===== src/rtl/sprite_pkg.sv =====
// sprite_pkg: constants and types shared by the sprite line renderer.
//   H_TILES  - tiles per scanline
//   TILE_W   - pixels per tile line (one sprite RAM word)
//   SCREEN_W - visible pixels per scanline
//   SCREEN_H - visible scanlines; fetches at or beyond this row render blank
//   render_state_t - render FSM states
package sprite_pkg;

    localparam int H_TILES  = 40;
    localparam int TILE_W   = 16;
    localparam int SCREEN_W = 640;
    localparam int SCREEN_H = 480;

    typedef enum logic [1:0] {
        ST_IDLE,
        ST_FETCH,
        ST_DRAIN
    } render_state_t;

endpackage


===== src/rtl/sprite_line_renderer_if.sv =====
// sprite_line_renderer_if: tile-map and sprite RAM bus of the line renderer.
//   tile_col/tile_row   - tile-map address (renderer -> tile map)
//   tile_index          - tile-map data, one cycle after the address
//   get_index/get_line  - sprite RAM address (renderer -> sprite RAM)
//   get_data            - sprite line, one cycle after the address; bit 15 is leftmost
// master: renderer side.  slave: memory side.
interface sprite_line_renderer_if;

    logic [5:0]  tile_col;
    logic [4:0]  tile_row;
    logic [7:0]  tile_index;
    logic [7:0]  get_index;
    logic [3:0]  get_line;
    logic [15:0] get_data;

    modport master (
        output tile_col, tile_row, get_index, get_line,
        input  tile_index, get_data
    );

    modport slave (
        input  tile_col, tile_row, get_index, get_line,
        output tile_index, get_data
    );

endinterface


===== src/rtl/line_buffer.sv =====
// line_buffer: one scanline of foreground bits, written a tile word at a time
// and read one pixel at a time.
//   clk, rst - clock, asynchronous active-high reset (clears all contents)
//   wr_en    - write wr_data into tile slot wr_col
//   wr_col   - tile slot to write
//   wr_data  - tile line, bit TILE_W-1 is the leftmost pixel of the slot
//   rd_x     - pixel column to read
//   rd_bit   - combinational pixel value; 0 for columns past the last tile
module line_buffer #(
    parameter int H_TILES = sprite_pkg::H_TILES,
    parameter int TILE_W  = sprite_pkg::TILE_W
) (
    input  logic              clk,
    input  logic              rst,
    input  logic              wr_en,
    input  logic [5:0]        wr_col,
    input  logic [TILE_W-1:0] wr_data,
    input  logic [9:0]        rd_x,
    output logic              rd_bit
);

    localparam logic [5:0] LAST_COL = 6'(H_TILES - 1);

    logic [TILE_W-1:0] mem [H_TILES];
    logic [5:0]        rd_word;
    logic [3:0]        rd_pix;

    // NOTE: the buffer must read back as blank after reset, so the array is
    // built from resettable flops rather than an inferred RAM.
    always_ff @(posedge clk or posedge rst) begin
        if (rst) begin
            for (int i = 0; i < H_TILES; i++) begin
                mem[i] <= '0;
            end
        end else if (wr_en) begin
            mem[wr_col] <= wr_data;
        end
    end

    assign rd_word = rd_x[9:4];
    assign rd_pix  = rd_x[3:0];

    // Leftmost pixel of a slot lives in the MSB, hence the inverted bit index.
    assign rd_bit = (rd_word <= LAST_COL) ? mem[rd_word][~rd_pix] : 1'b0;

endmodule


===== src/rtl/sprite_line_renderer.sv =====
// sprite_line_renderer: prefetches one scanline of tile graphics into a back
// line buffer during horizontal blanking while the display reads the front one.
//   CLK_100, RESET - clock, asynchronous active-high reset
//   line_start     - one-cycle pulse: swap buffers and start fetching fetch_y
//   fetch_y        - scanline to prefetch, sampled on line_start
//   DrawX          - display pixel column
//   pixel_on       - registered foreground bit of the front buffer at DrawX
//   busy           - fetch or drain in progress
//   overrun        - sticky: line_start arrived while a fetch was in progress
//   bus            - tile-map / sprite RAM bus (master side)
module sprite_line_renderer #(
    parameter int H_TILES = sprite_pkg::H_TILES,
    parameter int TILE_W  = sprite_pkg::TILE_W
) (
    input  logic                          CLK_100,
    input  logic                          RESET,
    input  logic                          line_start,
    input  logic [9:0]                    fetch_y,
    input  logic [9:0]                    DrawX,
    output logic                          pixel_on,
    output logic                          busy,
    output logic                          overrun,
    sprite_line_renderer_if.master        bus
);

    localparam logic [5:0] LAST_COL = 6'(H_TILES - 1);
    localparam logic [9:0] LINE_PIX = 10'(H_TILES * TILE_W);
    localparam logic [9:0] Y_LIMIT  = 10'(sprite_pkg::SCREEN_H);

    sprite_pkg::render_state_t state, state_next;

    logic [5:0]        col;
    logic              drain_cnt;
    logic [8:0]        fy;
    logic              fy_ok;       // captured row is on screen
    logic              front_sel;   // 0: buffer 0 is displayed
    logic              v1, v2;      // pipeline valid: address issued / data arriving
    logic [5:0]        col1, col2;
    logic              wr_en;
    logic [TILE_W-1:0] wr_data;
    logic              rd0, rd1;

    // NOTE: every clocked block uses non-blocking assignments so all
    // registers update from the same pre-edge values.
    always_ff @(posedge CLK_100 or posedge RESET) begin
        if (RESET) state <= sprite_pkg::ST_IDLE;
        else       state <= state_next;
    end

    // NOTE: state_next is defaulted before the case so no path leaves it
    // unassigned and no latch is inferred.
    always_comb begin
        state_next = state;
        if (line_start) begin
            state_next = sprite_pkg::ST_FETCH;
        end else begin
            unique case (state)
                sprite_pkg::ST_IDLE:  state_next = sprite_pkg::ST_IDLE;
                sprite_pkg::ST_FETCH: if (col == LAST_COL) state_next = sprite_pkg::ST_DRAIN;
                sprite_pkg::ST_DRAIN: if (drain_cnt)       state_next = sprite_pkg::ST_IDLE;
                default:              state_next = sprite_pkg::ST_IDLE;
            endcase
        end
    end

    always_ff @(posedge CLK_100 or posedge RESET) begin
        if (RESET) begin
            col       <= '0;
            drain_cnt <= 1'b0;
            fy        <= '0;
            fy_ok     <= 1'b0;
            front_sel <= 1'b0;
            overrun   <= 1'b0;
            v1        <= 1'b0;
            v2        <= 1'b0;
            col1      <= '0;
            col2      <= '0;
        end else if (line_start) begin
            // Swap and restart; anything still in the pipeline is dropped.
            front_sel <= ~front_sel;
            fy        <= fetch_y[8:0];
            fy_ok     <= (fetch_y < Y_LIMIT);
            col       <= '0;
            drain_cnt <= 1'b0;
            v1        <= 1'b0;
            v2        <= 1'b0;
            if (state != sprite_pkg::ST_IDLE) overrun <= 1'b1;
        end else begin
            // Column saturates at the last tile instead of wrapping.
            if (state == sprite_pkg::ST_FETCH && col != LAST_COL) col <= col + 6'd1;
            drain_cnt <= (state == sprite_pkg::ST_DRAIN) && !drain_cnt;
            v1        <= (state == sprite_pkg::ST_FETCH);
            col1      <= col;
            v2        <= v1;
            col2      <= col1;
        end
    end

    // Off-screen rows keep the bus quiet and fill the back buffer with zeros.
    assign bus.tile_col  = (state == sprite_pkg::ST_FETCH && fy_ok) ? col      : '0;
    assign bus.tile_row  = (state == sprite_pkg::ST_FETCH && fy_ok) ? fy[8:4]  : '0;
    assign bus.get_index = (v1 && fy_ok) ? bus.tile_index : '0;
    assign bus.get_line  = (v1 && fy_ok) ? fy[3:0]        : '0;
    assign busy          = (state != sprite_pkg::ST_IDLE);

    // A write landing on the swap edge would hit the new front buffer.
    assign wr_en   = v2 && !line_start;
    assign wr_data = fy_ok ? bus.get_data : '0;

    line_buffer #(.H_TILES(H_TILES), .TILE_W(TILE_W)) u_buf0 (
        .clk     (CLK_100),
        .rst     (RESET),
        .wr_en   (wr_en && front_sel),
        .wr_col  (col2),
        .wr_data (wr_data),
        .rd_x    (DrawX),
        .rd_bit  (rd0)
    );

    line_buffer #(.H_TILES(H_TILES), .TILE_W(TILE_W)) u_buf1 (
        .clk     (CLK_100),
        .rst     (RESET),
        .wr_en   (wr_en && !front_sel),
        .wr_col  (col2),
        .wr_data (wr_data),
        .rd_x    (DrawX),
        .rd_bit  (rd1)
    );

    always_ff @(posedge CLK_100 or posedge RESET) begin
        if (RESET) pixel_on <= 1'b0;
        else       pixel_on <= (DrawX < LINE_PIX) && (front_sel ? rd1 : rd0);
    end

endmodule


===== src/flat_wrapper.sv =====
// flat-port wrapper written by rule: the top's interface ports become plain ports
module sprite_line_renderer_flat 
#(
    parameter int H_TILES = sprite_pkg::H_TILES,
    parameter int TILE_W  = sprite_pkg::TILE_W
)
  (CLK_100, RESET, line_start, fetch_y, DrawX, pixel_on, busy, overrun, bus_tile_col, bus_tile_row, bus_get_index, bus_get_line, bus_tile_index, bus_get_data);
  sprite_line_renderer_if bus_i ();
  input  logic CLK_100;
  input  logic RESET;
  input  logic line_start;
  input  logic [9:0] fetch_y;
  input  logic [9:0] DrawX;
  output logic pixel_on;
  output logic busy;
  output logic overrun;
  output wire logic [$bits(bus_i.tile_col)-1:0] bus_tile_col;
  output wire logic [$bits(bus_i.tile_row)-1:0] bus_tile_row;
  output wire logic [$bits(bus_i.get_index)-1:0] bus_get_index;
  output wire logic [$bits(bus_i.get_line)-1:0] bus_get_line;
  input wire logic [$bits(bus_i.tile_index)-1:0] bus_tile_index;
  input wire logic [$bits(bus_i.get_data)-1:0] bus_get_data;
  assign bus_tile_col = bus_i.tile_col;
  assign bus_tile_row = bus_i.tile_row;
  assign bus_get_index = bus_i.get_index;
  assign bus_get_line = bus_i.get_line;
  assign bus_i.tile_index = bus_tile_index;
  assign bus_i.get_data = bus_get_data;
  sprite_line_renderer #(.H_TILES(H_TILES), .TILE_W(TILE_W)) u_core (.CLK_100(CLK_100), .RESET(RESET), .line_start(line_start), .fetch_y(fetch_y), .DrawX(DrawX), .pixel_on(pixel_on), .busy(busy), .overrun(overrun), .bus(bus_i));
endmodule

===== config.mk =====
export PLATFORM = sky130hd
export DESIGN_NAME = sprite_line_renderer_flat
export DESIGN_NICKNAME = d
export VERILOG_FILES = /design/src/rtl/sprite_pkg.sv /design/src/rtl/sprite_line_renderer_if.sv /design/src/rtl/line_buffer.sv /design/src/rtl/sprite_line_renderer.sv /design/src/flat_wrapper.sv
export SDC_FILE = /design/constraint.sdc
export NUM_CORES = 2
export LEC_CHECK = 0
export CORE_MARGIN = 2
export CORE_UTILIZATION = 45
export DETAILED_ROUTE_END_ITERATION = 7
export PLACE_DENSITY_LB_ADDON = 0.2
export SLEW_MARGIN = 20
export SYNTH_ARGS = -nofsm -noshare
export SYNTH_HDL_FRONTEND = slang
export SYNTH_HIERARCHICAL = 1
export SYNTH_SLANG_ARGS = --single-unit

===== constraint.sdc =====
create_clock -name CLK_100 -period 66.6 [get_ports CLK_100]
set_clock_uncertainty 0.1 [all_clocks]
set_input_delay 9.99 -clock CLK_100 [delete_from_list [all_inputs] [get_ports CLK_100]]
set_output_delay 9.99 -clock CLK_100 [all_outputs]
set_load 0.02 [all_outputs]

==> impl_metrics.env <==
export IMPL_outcome="complete, no violations"
export IMPL_report_power_total_mw=1.82
export IMPL_starting_utilization_of_the_core_area=0.454
export IMPL_cp_data_arrival_time_ns=11.23
export IMPL_hold_buffer_count_at_cts=0
export IMPL_holdCritPathClass="reg2reg"
export IMPL_layout_commonest_cell="sky130_fd_sc_hd__dfrtp_1"
export IMPL_boundaryPins=73
export IMPL_gr_total_overflow=0
export IMPL_detailedRoute_firstPassIterationCount=6
export IMPL_detail_route_iter0_violations=2918
export IMPL_min_path_cells=1
export IMPL_dr_total_vias=34745
export IMPL_finalCritPeriodShare=0.320
export IMPL_nets=3958
export IMPL_clockPowerShare=0.429
export IMPL_worst_setup_path_type="in2out"
export IMPL_cts_made_buffers=143
export IMPL_synth_async_reset_ratio=1.00
export IMPL_number_of_standard_cells_after_synthesis=3960
export IMPL_die_area_um2=138000
export IMPL_tritoncts="yes"
export IMPL_ctsHtreeMaxLevel=4
export IMPL_totalWireLength_mm=156
export IMPL_wl_met1_mm=74.4
export IMPL_finalHoldViolations=0
export IMPL_final_layout_size_suffix_gt1_frac=0.484
export IMPL_postCtsSetupRepairBufs=0
export IMPL_clk_transition_reported_paths_ns=0.06
export IMPL_clock_sinks=1316
export IMPL_drc=0
export IMPL_die_w_um=372
export IMPL_postSynthRegisterBits=1316
export IMPL_highest_layer="met4"
export IMPL_timing_max_slew_rel_slack=0.235
export IMPL_hold_path_endpoint="u_core/drain_cnt$_DFF_PP0_"
export IMPL_summed_instance_area_of_the_synthesized_netlist_um2=60800
export IMPL_power_leakage_nw=32.3
export IMPL_p_sw_frac=0.247
export IMPL_post_route_util=0.503
export IMPL_grt_use_total=0.232
export IMPL_synthesis_area_per_instance_um2=15.4
export IMPL_clock_path_buffers=3
export IMPL_most_common_layout_cells="sky130_fd_sc_hd__dfrtp_1, sky130_fd_sc_hd__mux2_2, sky130_fd_sc_hd__mux4_2"
export IMPL_grt_pass1_vias=36165
export IMPL_p_int_mw=1.37
export IMPL_share_comb_of_total_power=0.092
export IMPL_half_perimeter_wire_length_after_detailed_placement_mm=91.2
export IMPL_number_of_antenna_violations_at_the_first_check_in_global_routing=3
export IMPL_synth_distinct_cells=76
export IMPL_crit_required_ns=56.51
export IMPL_crit_fanout=1
export IMPL_core_region_um2=134000
export IMPL_grt_setup_unrepaired="false"
export IMPL_timing_rr_end="u_core/u_buf0/mem[242]$_DFFE_PP0P_"
export IMPL_post_drt_via_cell_ratio=6.00
export IMPL_r2r_slack_ns=63.13
export IMPL_finalSetupTns_ns=0
export IMPL_setup_worst_path_end_class="primary output"
export IMPL_fmax_mhz=46.9
export IMPL_reg2reg_depth=5
export IMPL_setup_violations=0
export IMPL_first_pass_grt_wire_length_mm=239
export IMPL_regToRegStartpoint="u_core/front_sel$_DFFE_PP0P_"
export IMPL_power_per_cell_area_nw_per_um2=27.0
export IMPL_routedWlPerCell_um=27.0
export IMPL_finalMaxSlewViolations=0
export IMPL_timing_max_cap_violations=0
export IMPL_worst_slew_pin_slew_ns=1.15
export IMPL_cts_root_buf="sky130_fd_sc_hd__clkbuf_16"
export IMPL_synthFlopType="sky130_fd_sc_hd__dfrtp_1"
export IMPL_gp_routability_congestion=0.855
export IMPL_period_needed_ns=21.32
export IMPL_cts_resized_gates=0
export IMPL_power_share_sequential=0.479
export IMPL_synth_fp_nets=4008
export IMPL_seq_area_frac_synth=0.542
export IMPL_dieHeight_um=372
export IMPL_switching_power_mw=0.448
export IMPL_num_rows=134
export IMPL_met2WireLength_mm=70.5
export IMPL_synth_edff_count=0
export IMPL_pin_count_of_the_biggest_net_entering_global_routing=179
export IMPL_antenna_left=0
export IMPL_min_from="u_core/drain_cnt$_DFF_PP0_"
export IMPL_clock_latency_ns=0.77
export IMPL_port_buffers=72
export IMPL_wl_met3_mm=8.61
export IMPL_area_delta_synth_final_pct=10.8
export IMPL_worst_ir_drop_vdd_mv=0.0255
export IMPL_kind_of_launch_point_of_the_worst_setup_path="input pin"
export IMPL_synth_yosys_warnings=6
-- layout make-up --
cell class / instances / area [um2]
Sequential cell: 1316 / 32900
Fill cell: 11400 / 66500
Multi-Input combinational cell: 2277 / 26000
Timing Repair Buffer: 159 / 1510
Antenna cell: 5 / 12.5
Clock inverter: 40 / 357
Inverter: 13 / 63.8
Tap cell: 1768 / 2210
Clock buffer: 217 / 4280
-- cells by family after synthesis --
group                    after synthesis  share of synthesized area
AO/OA/AOI/OAI                        209                     0.0247
XOR/XNOR                               1                   0.000144
adder cells (fa/ha/maj)                1                   0.000206
buffers and inverters                367                     0.0323
flip-flops                          1316                      0.542
multiplexers                        1682                      0.369
AND/OR/NAND/NOR                      384                     0.0321
-- per-layer routing --
metal  track usage  vias to the layer above
li1              -                    14694
met3        0.0473                      186
met5             0                        -
met1         0.349                    19020
met4        0.0557                        0
met2         0.345                      845
-- state kept, by name, summed over array words and instances, names as in the netlist --
register           count
u_core/v2              1
u_core/col1            6
u_core/fy              9
u_core/state           2
u_core/u_buf1/mem    640
u_core/u_buf0/mem    640
u_core/overrun         1
u_core/pixel_on        1
u_core/col2            6
u_core/front_sel       1
u_core/drain_cnt       1
u_core/col             6
u_core/fy_ok           1
u_core/v1              1
-- per-stage QoR --
| stage | setup WS (ns) | hold WS [ns] | cells | area [um2] |
|---|---|---|---|---|
| 2_1_floorplan | 38.58 | 0.295 | 3960 | 60800 |
| 3_3_place_gp | 45.28 | 0.316 | 5526 | 62500 |
| 3_5_place_dp | 45.29 | 0.312 | 5526 | 62500 |
| 4_1_cts | 45.28 | 0.322 | 5783 | 67200 |
| 5_1_grt | 45.25 | 0.352 | 5790 | 67300 |
| 6_report | 45.28 | 0.328 | 5795 | 67300 |
-- power by group through the flow --
stage / Combinational, mW / Sequential (mW) / Clock, mW
global route: 0.181 / 0.876 / 0.836
finish: 0.167 / 0.871 / 0.780
detailed placement: 0.167 / 0.885 / 0
global placement: 0.165 / 0.883 / 0
floorplan: 0.124 / 0.873 / 0
CTS: 0.168 / 0.870 / 0.801
-- synthesized netlist by cell type, drive strengths merged, types with 27 or more instances --
library cell / count / area share
a22oi: 43 / 0.0053
nor2: 77 / 0.0048
mux2: 1306 / 0.24
mux4: 307 / 0.12
dfrtp: 1316 / 0.54
mux2i: 69 / 0.011
nand2: 118 / 0.0073
and3: 27 / 0.0028
a21oi: 37 / 0.0030
buf: 102 / 0.015
clkbuf: 252 / 0.016
-- worst max-delay path, stage by stage --
cell and delay, ns:
sky130_fd_sc_hd__clkdlybuf4s50_1 0.46, sky130_fd_sc_hd__and3_1 0.17, sky130_fd_sc_hd__clkdlybuf4s50_1 0.61
-- worst max-delay path by stage --
stage,start,endpoint,slack (ns),cells past startpoint
after floorplan,RESET,u_core/u_buf0/mem[0]$_DFFE_PP0P_,38.58,1
after global placement,bus_tile_index[5],bus_get_index[5],45.28,3
after detailed placement,bus_tile_index[0],bus_get_index[0],45.29,3
after CTS,bus_tile_index[0],bus_get_index[0],45.28,3
after global routing,bus_tile_index[4],bus_get_index[4],45.25,3
final,bus_tile_index[0],bus_get_index[0],45.28,3
Power figures use the tool's default switching activity.
